<file path="src/rtl/fetch_sequencer.sv">
// Byte-serial instruction fetch and decode: reads 1..10 bytes from instruction memory and presents decoded fields.
// Optional feature macro: FETCH_ADDR_CHECK_EN (stop at byte addresses >= MEM_BYTES and report stat=ADR).
module fetch_sequencer #(
  parameter int unsigned MEM_BYTES = 1024
) (
  input  logic        clk,
  input  logic        rst_n,
  input  logic        start,
  input  logic [63:0] pc_in,
  output logic        mem_req,
  output logic [63:0] mem_addr,
  input  logic        mem_ack,
  input  logic [7:0]  mem_rdata,
  output logic        instr_valid,
  input  logic        instr_ready,
  output logic [3:0]  icode,
  output logic [3:0]  ifun,
  output logic [3:0]  rA,
  output logic [3:0]  rB,
  output logic [63:0] valC,
  output logic [63:0] valP,
  output logic [2:0]  stat,
  output logic        busy
);

  typedef enum logic [1:0] {
    IDLE   = 2'd0,
    FETCH  = 2'd1,
    DONE   = 2'd2,
    HALTED = 2'd3
  } state_t;

  localparam logic [2:0] STAT_AOK = 3'd1;
  localparam logic [2:0] STAT_HLT = 3'd2;
  localparam logic [2:0] STAT_ADR = 3'd3;
  localparam logic [2:0] STAT_INS = 3'd4;

`ifdef FETCH_ADDR_CHECK_EN
  localparam logic ADDR_CHECK = 1'b1;
`else
  localparam logic ADDR_CHECK = 1'b0;
`endif

  // Total instruction length in bytes, selected by icode.
  function automatic logic [3:0] instr_len(input logic [3:0] code);
    logic [3:0] len;
    case (code)
      4'h0, 4'h1, 4'h9:       len = 4'd1;
      4'h2, 4'h6, 4'hA, 4'hB: len = 4'd2;
      4'h7, 4'h8:             len = 4'd9;
      4'h3, 4'h4, 4'h5:       len = 4'd10;
      default:                len = 4'd1;
    endcase
    return len;
  endfunction

  // Whether byte 1 of the instruction is a register-specifier byte.
  function automatic logic has_regs(input logic [3:0] code);
    logic r;
    case (code)
      4'h2, 4'h3, 4'h4, 4'h5, 4'h6, 4'hA, 4'hB: r = 1'b1;
      default:                                  r = 1'b0;
    endcase
    return r;
  endfunction

  // Completion status of a fully fetched instruction.
  function automatic logic [2:0] final_stat(input logic [3:0] code);
    logic [2:0] s;
    case (code)
      4'h0:                   s = STAT_HLT;
      4'hC, 4'hD, 4'hE, 4'hF: s = STAT_INS;
      default:                s = STAT_AOK;
    endcase
    return s;
  endfunction

  state_t      state_r;
  logic [63:0] pc_r;
  logic [3:0]  idx_r;

  logic [63:0] next_addr_s;
  logic        next_ok_s;
  logic [3:0]  cur_code_s;
  logic [3:0]  cur_len_s;
  logic        cur_regs_s;
  logic [3:0]  const_base_s;
  logic [2:0]  const_idx_s;
  logic        last_byte_s;

  // Address of the next request and byte-0 bypass so length is known on the first ack.
  always_comb begin
    next_addr_s  = 64'd0;
    cur_code_s   = 4'd0;
    if (state_r == IDLE) begin
      next_addr_s = pc_in;
    end else begin
      next_addr_s = pc_r + {60'd0, idx_r} + 64'd1;
    end
    if (idx_r == 4'd0) begin
      cur_code_s = mem_rdata[7:4];
    end else begin
      cur_code_s = icode;
    end
    next_ok_s    = !ADDR_CHECK || (next_addr_s < 64'(MEM_BYTES));
    cur_len_s    = instr_len(cur_code_s);
    cur_regs_s   = has_regs(cur_code_s);
    const_base_s = cur_regs_s ? 4'd2 : 4'd1;
    const_idx_s  = 3'(idx_r - const_base_s);
    last_byte_s  = ((idx_r + 4'd1) == cur_len_s);
  end

  // Sequencer FSM; every output is a register updated here.
  always_ff @(posedge clk or negedge rst_n) begin
    if (!rst_n) begin
      state_r     <= IDLE;
      pc_r        <= 64'd0;
      idx_r       <= 4'd0;
      mem_req     <= 1'b0;
      mem_addr    <= 64'd0;
      instr_valid <= 1'b0;
      busy        <= 1'b0;
      icode       <= 4'd0;
      ifun        <= 4'd0;
      rA          <= 4'hF;
      rB          <= 4'hF;
      valC        <= 64'd0;
      valP        <= 64'd0;
      stat        <= STAT_AOK;
    end else begin
      case (state_r)
        IDLE: begin
          if (start) begin
            state_r  <= FETCH;
            busy     <= 1'b1;
            pc_r     <= pc_in;
            idx_r    <= 4'd0;
            mem_addr <= next_addr_s;
            mem_req  <= next_ok_s;
            icode    <= 4'd0;
            ifun     <= 4'd0;
            rA       <= 4'hF;
            rB       <= 4'hF;
            valC     <= 64'd0;
            valP     <= 64'd0;
            stat     <= STAT_AOK;
          end
        end
        FETCH: begin
          if (!mem_req) begin
            // Out-of-range byte: keep what was decoded so far and report it.
            state_r     <= DONE;
            instr_valid <= 1'b1;
            stat        <= STAT_ADR;
            valP        <= pc_r + {60'd0, idx_r};
          end else if (mem_ack) begin
            if (idx_r == 4'd0) begin
              icode <= mem_rdata[7:4];
              ifun  <= mem_rdata[3:0];
            end else if (idx_r == 4'd1 && cur_regs_s) begin
              rA <= mem_rdata[7:4];
              rB <= mem_rdata[3:0];
            end else if (idx_r >= const_base_s) begin
              valC[{const_idx_s, 3'b000} +: 8] <= mem_rdata;
            end
            if (last_byte_s) begin
              state_r     <= DONE;
              mem_req     <= 1'b0;
              instr_valid <= 1'b1;
              valP        <= pc_r + 64'(cur_len_s);
              stat        <= final_stat(cur_code_s);
            end else begin
              idx_r    <= idx_r + 4'd1;
              mem_addr <= next_addr_s;
              mem_req  <= next_ok_s;
            end
          end
        end
        DONE: begin
          if (instr_valid && instr_ready) begin
            instr_valid <= 1'b0;
            if (stat == STAT_AOK) begin
              state_r <= IDLE;
              busy    <= 1'b0;
            end else begin
              state_r <= HALTED;
            end
          end
        end
        HALTED: begin
          mem_req <= 1'b0;
        end
        default: begin
          state_r <= IDLE;
          mem_req <= 1'b0;
          busy    <= 1'b0;
        end
      endcase
    end
  end

endmodule
</file>
<file path="config.mk">
export PLATFORM = sky130hd
export DESIGN_NAME = fetch_sequencer
export DESIGN_NICKNAME = d
export VERILOG_FILES = /design/src/rtl/fetch_sequencer.sv
export SDC_FILE = /design/constraint.sdc
export NUM_CORES = 1
export LEC_CHECK = 0
export BUFFER_PORTS_ARGS = -buffer_cell sky130_fd_sc_hd__buf_2
export CAP_MARGIN = 20
export CELL_PAD_IN_SITES_DETAIL_PLACEMENT = 1
export CELL_PAD_IN_SITES_GLOBAL_PLACEMENT = 2
export CORE_MARGIN = 1.5
export CORE_UTILIZATION = 37
export DETAILED_ROUTE_END_ITERATION = 8
export HOLD_SLACK_MARGIN = 0.02
export PLACE_DENSITY_LB_ADDON = 0.25
export SLEW_MARGIN = 20
export SYNTH_ARGS = -nofsm -noshare
export SYNTH_HDL_FRONTEND = slang
export SYNTH_SLANG_ARGS = --single-unit
</file>
<file path="constraint.sdc">
create_clock -name clk -period 8.98 [get_ports clk]
set_clock_uncertainty 0.15 [all_clocks]
set_input_delay 0.449 -clock clk [delete_from_list [all_inputs] [get_ports clk]]
set_output_delay 0.449 -clock clk [all_outputs]
set_load 0.03 [all_outputs]
</file>
After elaboration in Yosys (flattened, before gate mapping):

Memories as Yosys holds them, arrays and structs flattened.
Index checks and enable logic that the tools add are counted.

* register bits: 284
* bits in read-only memories: 48
* bits of input ports: 77
* output and inout port bits: 214
* memories kept: 1

Memories
* (no name shown): words 16, bits a word 3, rd ports 1, clocked after memory_dff 0, write ports 0, RTL line 47 `case (code)`

* add/subtract/negate cells: 6
* $lt $le $gt $ge: 1
* eq/ne operators: 30
* shift-type cells: 2
* multiplexer cells: 70
* reduce and logical (&&, ||, !) cells: 23

Operator list (count)
* 64-bit 2-to-1 mux: 14
* 64-bit case mux with 2 select lines: 3
* 64-bit by 4-bit adder with 64-bit output: 2
* 4-bit 2-to-1 mux: 19
* 64-bit by 1-bit adder with 64-bit output, second input constant: 1
* 64-bit bitwise mux: 1
* 8-bit by 8-bit variable shift with 64-bit output, first input constant: 1
* 8-bit by 8-bit variable part select with 64-bit output: 1
* 4-bit case mux with 2 select lines: 5
* 4-bit equality test, second input constant: 6
* 2-bit inequality test, second input constant: 11
* 4-bit AND reduction: 4
* 5-bit AND reduction: 3
* 2-bit 2-to-1 mux: 7
* 4-bit by 3-bit equality test with 1-bit output, second input constant: 3
* 3-bit 2-to-1 mux: 4
* 3-bit case mux with 2 select lines: 2
* 1-bit 2-to-1 mux: 11
* 4-bit by 2-bit equality test with 1-bit output, second input constant: 2
* 4-bit zero test: 2
* 6-bit negator with 8-bit output: 1
* 7-bit AND reduction: 1
* 7-bit OR reduction: 1
* 3-bit inequality test, second input constant: 2
* other kinds (18): 25

Depth between registers and ports, before layout:

Gate-level depths: netlist of the first run.

* word-level depth: 16
* depth in mapped cells: 18
* gate-level depth less buffers: 17

Least setup slack after synthesis of the first run:

OpenSTA, ideal clock, no wires.

* path kind: reg2reg
* start point: reg idx_r[1]
* end point: reg valC[0]
* library setup time: 0.083 ns
* data arrival time: 4.331 ns
* data required time: 8.747 ns
* slack: 4.417 ns
* stages on the path, launching flop included: 19
* buffers on the path: 2
* path through: dfrtp_1 -> inv_1 -> ha_1 -> or3b_2 -> clkbuf_1 -> a211oi_1 -> or2_2 -> clkbuf_1 -> inv_1 -> ha_1 -> fa_1 -> ha_1 -> ha_1 -> nor2_1 -> and3_1 -> nand3_1 -> nor2_1 -> a22oi_1 -> o21ai_0

* cells in the longest elaborated chain, start to end: 16

Ends and longest elaborated chain
* start: declaration: RTL line 80 `logic [3:0] idx_r;`
* start signal: assignment: RTL line 173 `idx_r <= idx_r + 4'd1;`
* 4-bit zero test: RTL line 100, 157
* 4-bit 2-to-1 mux: RTL line 100 `if (idx_r == 4'd0) begin`
* 4-bit by 2-bit equality test with 1-bit output, or another cell as far along: RTL line 60 `case (code)`
* 7-bit OR reduction: RTL line 60
* 1-bit 2-to-1 mux: RTL line 60
* 2-bit 2-to-1 mux: RTL line 108 `const_base_s = cur_regs_s ? 4'd2 : 4'd1;`
* 3-bit by 2-bit subtractor with 3-bit output: RTL line 109 `const_idx_s = 3'(idx_r - const_base_s);`
* 6-bit negator with 8-bit output: RTL line 164 `valC[{const_idx_s, 3'b000} +: 8] <= mem_rdata;`
* 8-bit by 8-bit variable part select with 64-bit output or 8-bit by 8-bit variable shift with 64-bit output (tied branches): RTL line 164
* 64-bit bitwise mux: RTL line 164
* 64-bit 2-to-1 mux: RTL line 163 `end else if (idx_r >= const_base_s) begin`
* 64-bit 2-to-1 mux: RTL line 160 `end else if (idx_r == 4'd1 && cur_regs_s) begin`
* 64-bit 2-to-1 mux: RTL line 157 `if (idx_r == 4'd0) begin`
* 64-bit 2-to-1 mux: RTL line 156 `end else if (mem_ack) begin`
* 64-bit 2-to-1 mux: RTL line 150 `if (!mem_req) begin`
* 64-bit case mux with 2 select lines: RTL line 131 `case (state_r)`
* end signal: indexed assignment: RTL line 164
* end: declaration: RTL line 20 `output logic [63:0] valC,`

Several ways; a longest one is shown, not always the timed one. The select of a mux whose other input is x is not followed.
A chain may end at the register's enable or synchronous reset.

Final worst setup path of the first run:

* start point: reg idx_r[1]
* end point: reg valC[3]

Same word-level chain as after synthesis.

==> results of run 1 <==
==> worst min-delay path by stage <==
stage	from	endpoint	slack [ns]	cells after the start
after floorplan	rst_n	busy	0.003	0
after global placement	valP[6]	valP[6]	0.31	2
after detailed placement	valP[47]	valP[47]	0.31	2
after CTS	pc_in[52]	pc_r[52]	0.02	2
after global routing	pc_in[60]	pc_r[60]	0.03	2
final	pc_in[52]	pc_r[52]	0.03	2
==> through the flow <==
stage | utilization [%] | hold WS, ns | cell area (sq um) | total power (W)
floorplan | - | 0.00341 | 17200 | 0.00138
global placement | 41.8 | 0.307 | 19100 | 0.00146
detailed placement | 41.8 | 0.312 | 19100 | 0.00146
CTS | 45.4 | 0.0201 | 20700 | 0.00291
global route | 45.4 | 0.0259 | 20700 | 0.00297
finish | 45.4 | 0.0294 | 20700 | 0.00288
==> area by class of cell <==
| cell class | count | area share (%) |
|---|---|---|
| Timing Repair Buffer | 362 | 10.3 |
| Sequential cell | 284 | 34.4 |
| Inverter | 30 | 0.550 |
| Multi-Input combinational cell | 1472 | 45.7 |
| Clock inverter | 11 | 0.605 |
| Tap cell | 600 | 3.63 |
| Clock buffer | 49 | 4.88 |
==> Yosys cell counts, types with 27 or more instances <==
| cell type | n |
|---|---|
| o31ai_1 | 57 |
| nand3_1 | 82 |
| nor4_1 | 39 |
| or3_1 | 28 |
| nand4_1 | 48 |
| a22oi_1 | 71 |
| dfrtp_1 | 275 |
| xnor2_1 | 79 |
| o21ai_0 | 157 |
| inv_1 | 28 |
| nor3_1 | 51 |
| mux2_2 | 70 |
| clkbuf_1 | 109 |
| mux2i_1 | 27 |
| nand2_1 | 263 |
| nor2_1 | 108 |
| xor2_1 | 54 |
| a21oi_1 | 57 |
| and3_1 | 35 |
==> cell usage in the layout, fill, tap and decap left out, drive strengths merged, types with 8 or more instances in the layout <==
cell type    instances
xnor2               80
nor4                43
o211ai              10
nand4               51
or3                 30
xor2                54
mux2i               27
nand2              263
and3                35
o21ai              161
a31oi               11
dlygate4sd3         49
mux2                71
nand3               83
dfstp                9
ha                  20
nor3                51
clkinv               8
o22ai                8
dfrtp              275
a22oi               73
nand2b              10
a22o                14
inv                 29
nor2               108
and4                20
and2                19
or4                 20
buf                313
a21oi               57
o31a                 8
o31ai               57
clkbuf              49
==> power by group through the flow <==
stage	sequential (W)	clock (W)	combinational (W)
2_1_floorplan	0.00135	0	0.0000236
3_3_place_gp	0.00133	0	0.000129
6_report	0.00131	0.00143	0.000146
5_1_grt	0.00131	0.00151	0.000159
3_5_place_dp	0.00133	0	0.000132
4_1_cts	0.00131	0.00146	0.000148
==> state kept, by name, indices dropped and copies added (netlist names) <==
signal       cells
instr_valid      1
pc_r            64
idx_r            4
state_r          2
icode            4
ifun             4
rA               4
busy             1
rB               4
stat             3
mem_addr        64
mem_req          1
valP            64
valC            64
==> cells by family after synthesis <==
group,share of synthesized area [%]
AOI/OAI and AO/OA,16.7
and+or+nand+nor,22.9
buffers and inverters,3.99
adders and majority gates,1.86
xor gates and xnor gates,6.87
muxes,6.22
DFF,41.4
==> worst max-delay path, cell delays in order (launching register included) <==
cell      delay, ns
dfrtp_1        0.48
inv_1          0.21
ha_1           0.24
nor3b_1        0.89
a211oi_1       0.18
or2_2          0.43
inv_1          0.15
ha_1           0.18
fa_1           0.47
ha_1           0.21
ha_1           0.33
nor2_1         0.13
and3_1         0.16
nand3_1        0.30
nor2_1         0.57
a22oi_1        0.12
o21ai_0        0.21
==> per-layer routing <==
metal	global-route usage, %	part of all wire [%]	wire, microns	vias to the layer above
li1	-	-	-	7542
met2	45.3	47	31700	489
met4	9.91	3.5	2350	0
met1	37.2	44	29400	8354
met5	0	0	0	-
met3	4.63	5.7	3810	120
==> summary.md, run 1 <==
| Metric | Value |
|---|---|
| Status | completed |
| RR Endpoint | valC[3] |
| Mapped Area | 17,200 sq um |
| Dpl cells | 2,699 |
| Initial Utilization | 37.7% |
| # diodes | 0 |
| Total number of H-tree levels | 2 |
| Seq cells post-synth | 284 |
| Initial antenna violation count | 0 |
| Total CTS buffers | 35 |
| CP Data Required Time | 9.26 ns |
| Post-synth EDFFs | 0 |
| Ys flop type | dfrtp_1 |
| Synthesized instance count | 1,927 |
| Vias per cell | 5.88 |
| Switching share of total power | 24.2% |
| Core area | 45,600 sq um |
| Flop2flop setup slack | 3.42 ns |
| Largest net degree at the start of global routing | 101 |
| Leak | 9.04 nW |
| Gate power share | 5.1% |
| Pre-CTS setup slack | 3.52 ns |
| # rows | 78 |
| Root Driver | clkbuf_16 |
| CP max FO | 9 |
| Fillers | 5,332 |
| First-pass iteration count of the detailed router | 5 |
| Fin worst setup slack | 3.42 ns |
| First-pass GRT wire length | 102,000 microns |
| Worst skew pair latency | 0.55 ns |
| Worst Setup SP | idx_r[1] |
| DRC Markers | 0 |
| Net count after synthesis | 2,027 |
| Die ar. | 47,800 sq um |
| Crit path launch type | flip-flop |
| Maximum vdd drop | 0.124 mV |
| Critical path endpoint category | flip-flop |
| Register area share after synthesis | 41.4% |
| Final hold viol count | 0 |
| Top post-synthesis cells by area | dfrtp_1 (40%), nand2_1 (5.7%), mux2_2 (4.6%), o21ai_0 (4.6%), xnor2_1 (4.0%) |
| Post-cts resize count | 0 |
| Placed wire-length estimate | 48,400 microns |
| Number of global-route vias before repair | 16,736 |
| Slew Limit Fails | 0 |
| Hold_buf cts | 49 |
| Power share of the sequential group | 45.3% |
| Worst min path class | in -> reg |
| RePlAce Congestion | 0.908 |
| DR iter-0 viols | 1,269 |
| Total GRT Usage | 27.9% |
| Post-Route Setup TNS | 0 ns |
| Psw | 0.000697 W |
| CTS Buffer Depth | 3 |
| Die height | 219 microns |
| Period utilization | 61.9% |
| Pwr per Cell Area | 139 nW/um^2 |
| Via count | 16,505 |
| Slew HR | 27.4% |
| Die W | 219 microns |
| End point of the critical path | valC[3] |
| Share of the synthesized area in the top cell type | 40.0% |
| CTS sink count | 284 |
| CTS tree | yes |
| Routed WL per cell | 24.0 microns |
| Yosys warnings | 0 |
| Routed WL | 67,300 microns |
| Layout cell share with drive strength beyond 1 | 21.7% |
| CTS clk-pin slew, worst paths | 0.06 ns |
| Top cell type by total area after synthesis | dfrtp_1 |
| Total congestion overflow | 0 |
| I/O Pins | 291 |
| Worst Path Arrival | 5.84 ns |
| Maximum clock frequency | 0.180 GHz |
| Register Area | 7120 sq um |
| Critical path class | reg -> reg |
| Setup Buffers After CTS | 0 |
| Async set-or-reset flop fraction in the synthesized netlist | 100% |
| Area delta synth->final | 20.3% |
| Multi-input logic area | 9440 sq um |
| Fin crit period | 5.56 ns |
| Antenna viol nets, final | 0 |
| MaxCap Viol Count | 0 |
| Final non-filler cell total | 2,808 |
| FF-to-FF path depth | 16 |
| Worst r2r src | idx_r[1] |
| Clock power frac | 49.7% |
| Cell variety after synth | 81 |
| Number of port buffers | 290 |
| Nets@finish | 2,285 |
| P_int | 0.00219 W |
| Unrepaired setup endpoints after global routing | false |
| Measured slew at the worst slew-check pin | 1.09 ns |
| Syn avg cell area | 8.93 sq um |
| Endpoints failing setup | 0 |
(Power assumes the default switching activity.)
==> inputs of run 2 (changes only) <==
- ABC_AREA: not set -> 1
- CORE_UTILIZATION: 37 -> 29
- clock period: 8.98 -> 5 ns (I/O delays scaled with it)
==> summary.md, run 2 <==
| Metric | Value |
|---|---|
| Core area | 64,600 sq um (was 45,600 sq um) |
| Worst Setup SP | idx_r[1] (unchanged) |
| Hold_sp | mem_ack (was pc_in[52]) |
| Antenna viol nets, final | 0 (unchanged) |
| Endpoints failing setup | 0 (unchanged) |
| FF-to-FF path depth | 24 (was 16) |
| Seq cells post-synth | 284 (unchanged) |
| Worst skew pair latency | 0.58 ns (was 0.55 ns) |
| CP max FO | 11 (was 9) |
| Mapped Area | 19,000 sq um (was 17,200 sq um) |
| Crit path launch type | flip-flop (unchanged) |
| Worst hold endpoint | instr_valid (was pc_r[52]) |
| Slew Limit Fails | 0 (unchanged) |
| Commonest non-fill, non-tap cell in the layout | nand2_1 (was buf_2) |
| Status | completed (unchanged) |
| Leak | 11.1 nW (was 9.04 nW) |
| CTS sink count | 284 (unchanged) |
| First-pass iteration count of the detailed router | 5 (unchanged) |
| Metal-1 WL | 47,800 microns (was 29,400 microns) |
| Fin worst setup slack | 0.468 ns (was 3.42 ns) |
| Worst min path class | in -> reg (unchanged) |
| Die height | 259 microns (was 219 microns) |
| CTS clk-pin slew, worst paths | 0.06 ns (about the same) |
| Period utilization | 90.6% (was 61.9%) |
| Measured slew at the worst slew-check pin | 1.02 ns (was 1.09 ns) |
| Number of global-route vias before repair | 20,704 (was 16,736) |
| Flop2flop setup slack | 0.47 ns (was 3.42 ns) |
| Syn avg cell area | 6.79 sq um (was 8.93 sq um) |
| Layout cell share with drive strength beyond 1 | 17.4% (was 21.7%) |
| Largest net degree at the start of global routing | 113 (was 101) |
| Vias per cell | 5.22 (was 5.88) |
| WL met2 | 41,400 microns (was 31,700 microns) |
| Final hold viol count | 0 (unchanged) |
| MaxCap Viol Count | 0 (unchanged) |
| Hold Path Depth | 5 (was 2) |
| Root Driver | clkbuf_16 (unchanged) |
| Via count | 20,923 (was 16,505) |
| Total CTS buffers | 37 (was 35) |
| Die W | 259 microns (was 219 microns) |
| Unrepaired setup endpoints after global routing | false (unchanged) |
| I/O Pins | 291 (unchanged) |
| Pwr per Cell Area | 821 nW/um^2 (was 139 nW/um^2) |
| Area delta synth->final | 22.9% (was 20.3%) |
| Maximum vdd drop | 0.550 mV (was 0.124 mV) |
| # diodes | 0 (unchanged) |
| Total number of H-tree levels | 2 (unchanged) |
| Most common cell in the netlist | nand2_1 (was dfrtp_1) |
| Share of the synthesized area in the top cell type | 36.3% (was 40.0%) |
| Fin crit period | 4.53 ns (was 5.56 ns) |
| CTS tree | yes (unchanged) |
| Pre-CTS setup slack | 0.484 ns (was 3.52 ns) |
| Worst Path Arrival | 4.89 ns (was 5.84 ns) |
| Async set-or-reset flop fraction in the synthesized netlist | 100% (unchanged) |
| Commonest cells post-synth | nand2_1 (833), nor2_1 (362), dfrtp_1 (275) (was dfrtp_1 (275), nand2_1 (263), o21ai_0 (157)) |
| RR Endpoint | valP[62] (was valC[3]) |
| Hold slack | 0.0757 ns (was 0.0294 ns) |
| Yosys warnings | 0 (unchanged) |
| Net count after synthesis | 2,890 (was 2,027) |
| Die ar. | 66,900 sq um (was 47,800 sq um) |
| DR iter-0 viols | 1,814 (was 1,269) |
| Routed WL | 97,700 microns (was 67,300 microns) |
| Commonest cells after routing, fill and taps aside | nand2_1 (831), nor2_1 (362), buf_2 (289) (was buf_2 (289), dfrtp_1 (275), nand2_1 (262)) |
| Placed wire-length estimate | 79,300 microns (was 48,400 microns) |
| Post-cts resize count | 0 (unchanged) |
| Number of port buffers | 290 (unchanged) |
| Initial antenna violation count | 3 (was 0) |
| Initial Utilization | 29.4% (was 37.7%) |
| Worst r2r src | idx_r[1] (unchanged) |
| Slew HR | 31.7% (was 27.4%) |
| Critical path class | reg -> reg (unchanged) |
| Synthesized instance count | 2,790 (was 1,927) |
| Total congestion overflow | 0 (unchanged) |
| Post-place instance area | 21,300 sq um (was 19,100 sq um) |
| Register area share after synthesis | 37.6% (was 41.4%) |
| Ys flop type | dfrtp_1 (unchanged) |
| Top post-synthesis cells by area | dfrtp_1 (36%), nand2_1 (16%), nor2_1 (7.2%), nand3_1 (5.9%), inv_1 (4.9%) (was dfrtp_1 (40%), nand2_1 (5.7%), mux2_2 (4.6%), o21ai_0 (4.6%), xnor2_1 (4.0%)) |
| Nets@finish | 3,222 (was 2,285) |
| Critical path endpoint category | flip-flop (unchanged) |
| Dpl cells | 3,863 (was 2,699) |
| Top Metal Used | met4 (unchanged) |
| Maximum clock frequency | 0.221 GHz (was 0.180 GHz) |
| Cell variety after synth | 53 (was 81) |
| Final non-filler cell total | 4,005 (was 2,808) |
| Met3 WL | 6480 microns (was 3810 microns) |
| RePlAce Congestion | 0.937 (was 0.908) |
| Top cell type by total area after synthesis | dfrtp_1 (unchanged) |
| Post-synth EDFFs | 0 (unchanged) |
| CP Data Required Time | 5.36 ns (was 9.26 ns) |
| # rows | 93 (was 78) |
| DRC Markers | 0 (unchanged) |
| First-pass GRT wire length | 142,000 microns (was 102,000 microns) |
| Finished Cell Area | 23,300 sq um (was 20,700 sq um) |
| Total GRT Usage | 28.9% (was 27.9%) |
| Routed WL per cell | 24.4 microns (was 24.0 microns) |
| Post-Route Setup TNS | 0 ns (unchanged) |
| CTS Buffer Depth | 3 (unchanged) |
run 2: cell types whose count changed after synthesis, sizes merged, moves of 39 or more:
cell / change
nand3: +147
clkbuf: -52
xnor2: -77
nor4: -41
nor2: +327
nand2: +616
a21oi: +90
nor3: -39
o31ai: -54
o22ai: +44
inv: +237
mux2: -66
a22oi: -69
run 2: per-layer routing:
metal	vias up	global-route usage [%]
met3	90	4.23
met2	711	42.8
li1	9706	-
met1	10416	43.9
met4	0	6.32
met5	-	0
run 2: how the worst max path moves through the flow:
stage                     slack, ns  depth (start not counted)       end
after global placement         0.72                         24  valP[62]
after global routing           0.02                         24  valP[62]
after CTS                      0.46                         24  valP[62]
after floorplan                1.28                         18  valC[56]
after detailed placement       0.48                         24  valP[62]
final                          0.47                         24  valP[62]
run 2: repair_timing:
action | CTS | global route
setup endpoints to repair | 0 | 0
buffers inserted | 0 | 0
endpoints found under the hold margin | 275 | 0
hold buffers | 75 | 0
run 2: stage by stage:
stage	total power [W]	utilization, %
3_5_place_dp	0.0161	32.9
3_3_place_gp	0.0158	32.9
5_1_grt	0.0204	36.1
4_1_cts	0.0191	36.1
2_1_floorplan	0.0117	-
6_report	0.0191	36.1
run 2: logic make-up (layout without fill, tap and decap cells):
kind of cell | Yosys count | count (layout) | share of synthesized area (%)
adder cells (fa/ha/maj) | 23 | 23 | 1.64
XOR/XNOR | 54 | 54 | 2.57
AO/OA/AOI/OAI | 440 | 440 | 12.7
multiplexers | 5 | 5 | 0.297
flip-flops | 284 | 284 | 37.6
AND/OR/NAND/NOR | 1622 | 1622 | 37.7
buffers and inverters | 362 | 722 | 7.54
run 2: where the power goes:
part	switching [W]	internal [W]
Combinational	0.00895	0.00295
Clock	0.00114	0.00170
Sequential	0.00105	0.00333
run 2: worst max-delay path, stage by stage (launching register included):
cell,delay [ns]
dfrtp_1,0.48
inv_1,0.16
ha_1,0.24
nand2_2,0.20
nand2_1,0.11
o21ai_2,0.11
nand2_1,0.11
nand2_2,0.11
nand2_4,0.08
inv_1,0.06
ha_1,0.17
fa_1,0.21
nand2_1,0.09
o21ai_1,0.35
inv_1,0.15
nor2_1,0.26
nand2_1,0.14
nor2_1,0.42
inv_1,0.11
nor2_1,0.21
nand2_1,0.09
xor2_1,0.15
o22ai_1,0.12
nand3_1,0.09
nand2_1,0.08
run 2: area by class of cell:
cell class | count | area, sq um
Fill cell | 8265 | 41300
Multi-Input combinational cell | 2144 | 10400
Sequential cell | 284 | 7120
Timing Repair Buffer | 385 | 2390
Tap cell | 855 | 1070
Clock buffer | 50 | 1060
Inverter | 270 | 1010
Clock inverter | 17 | 224
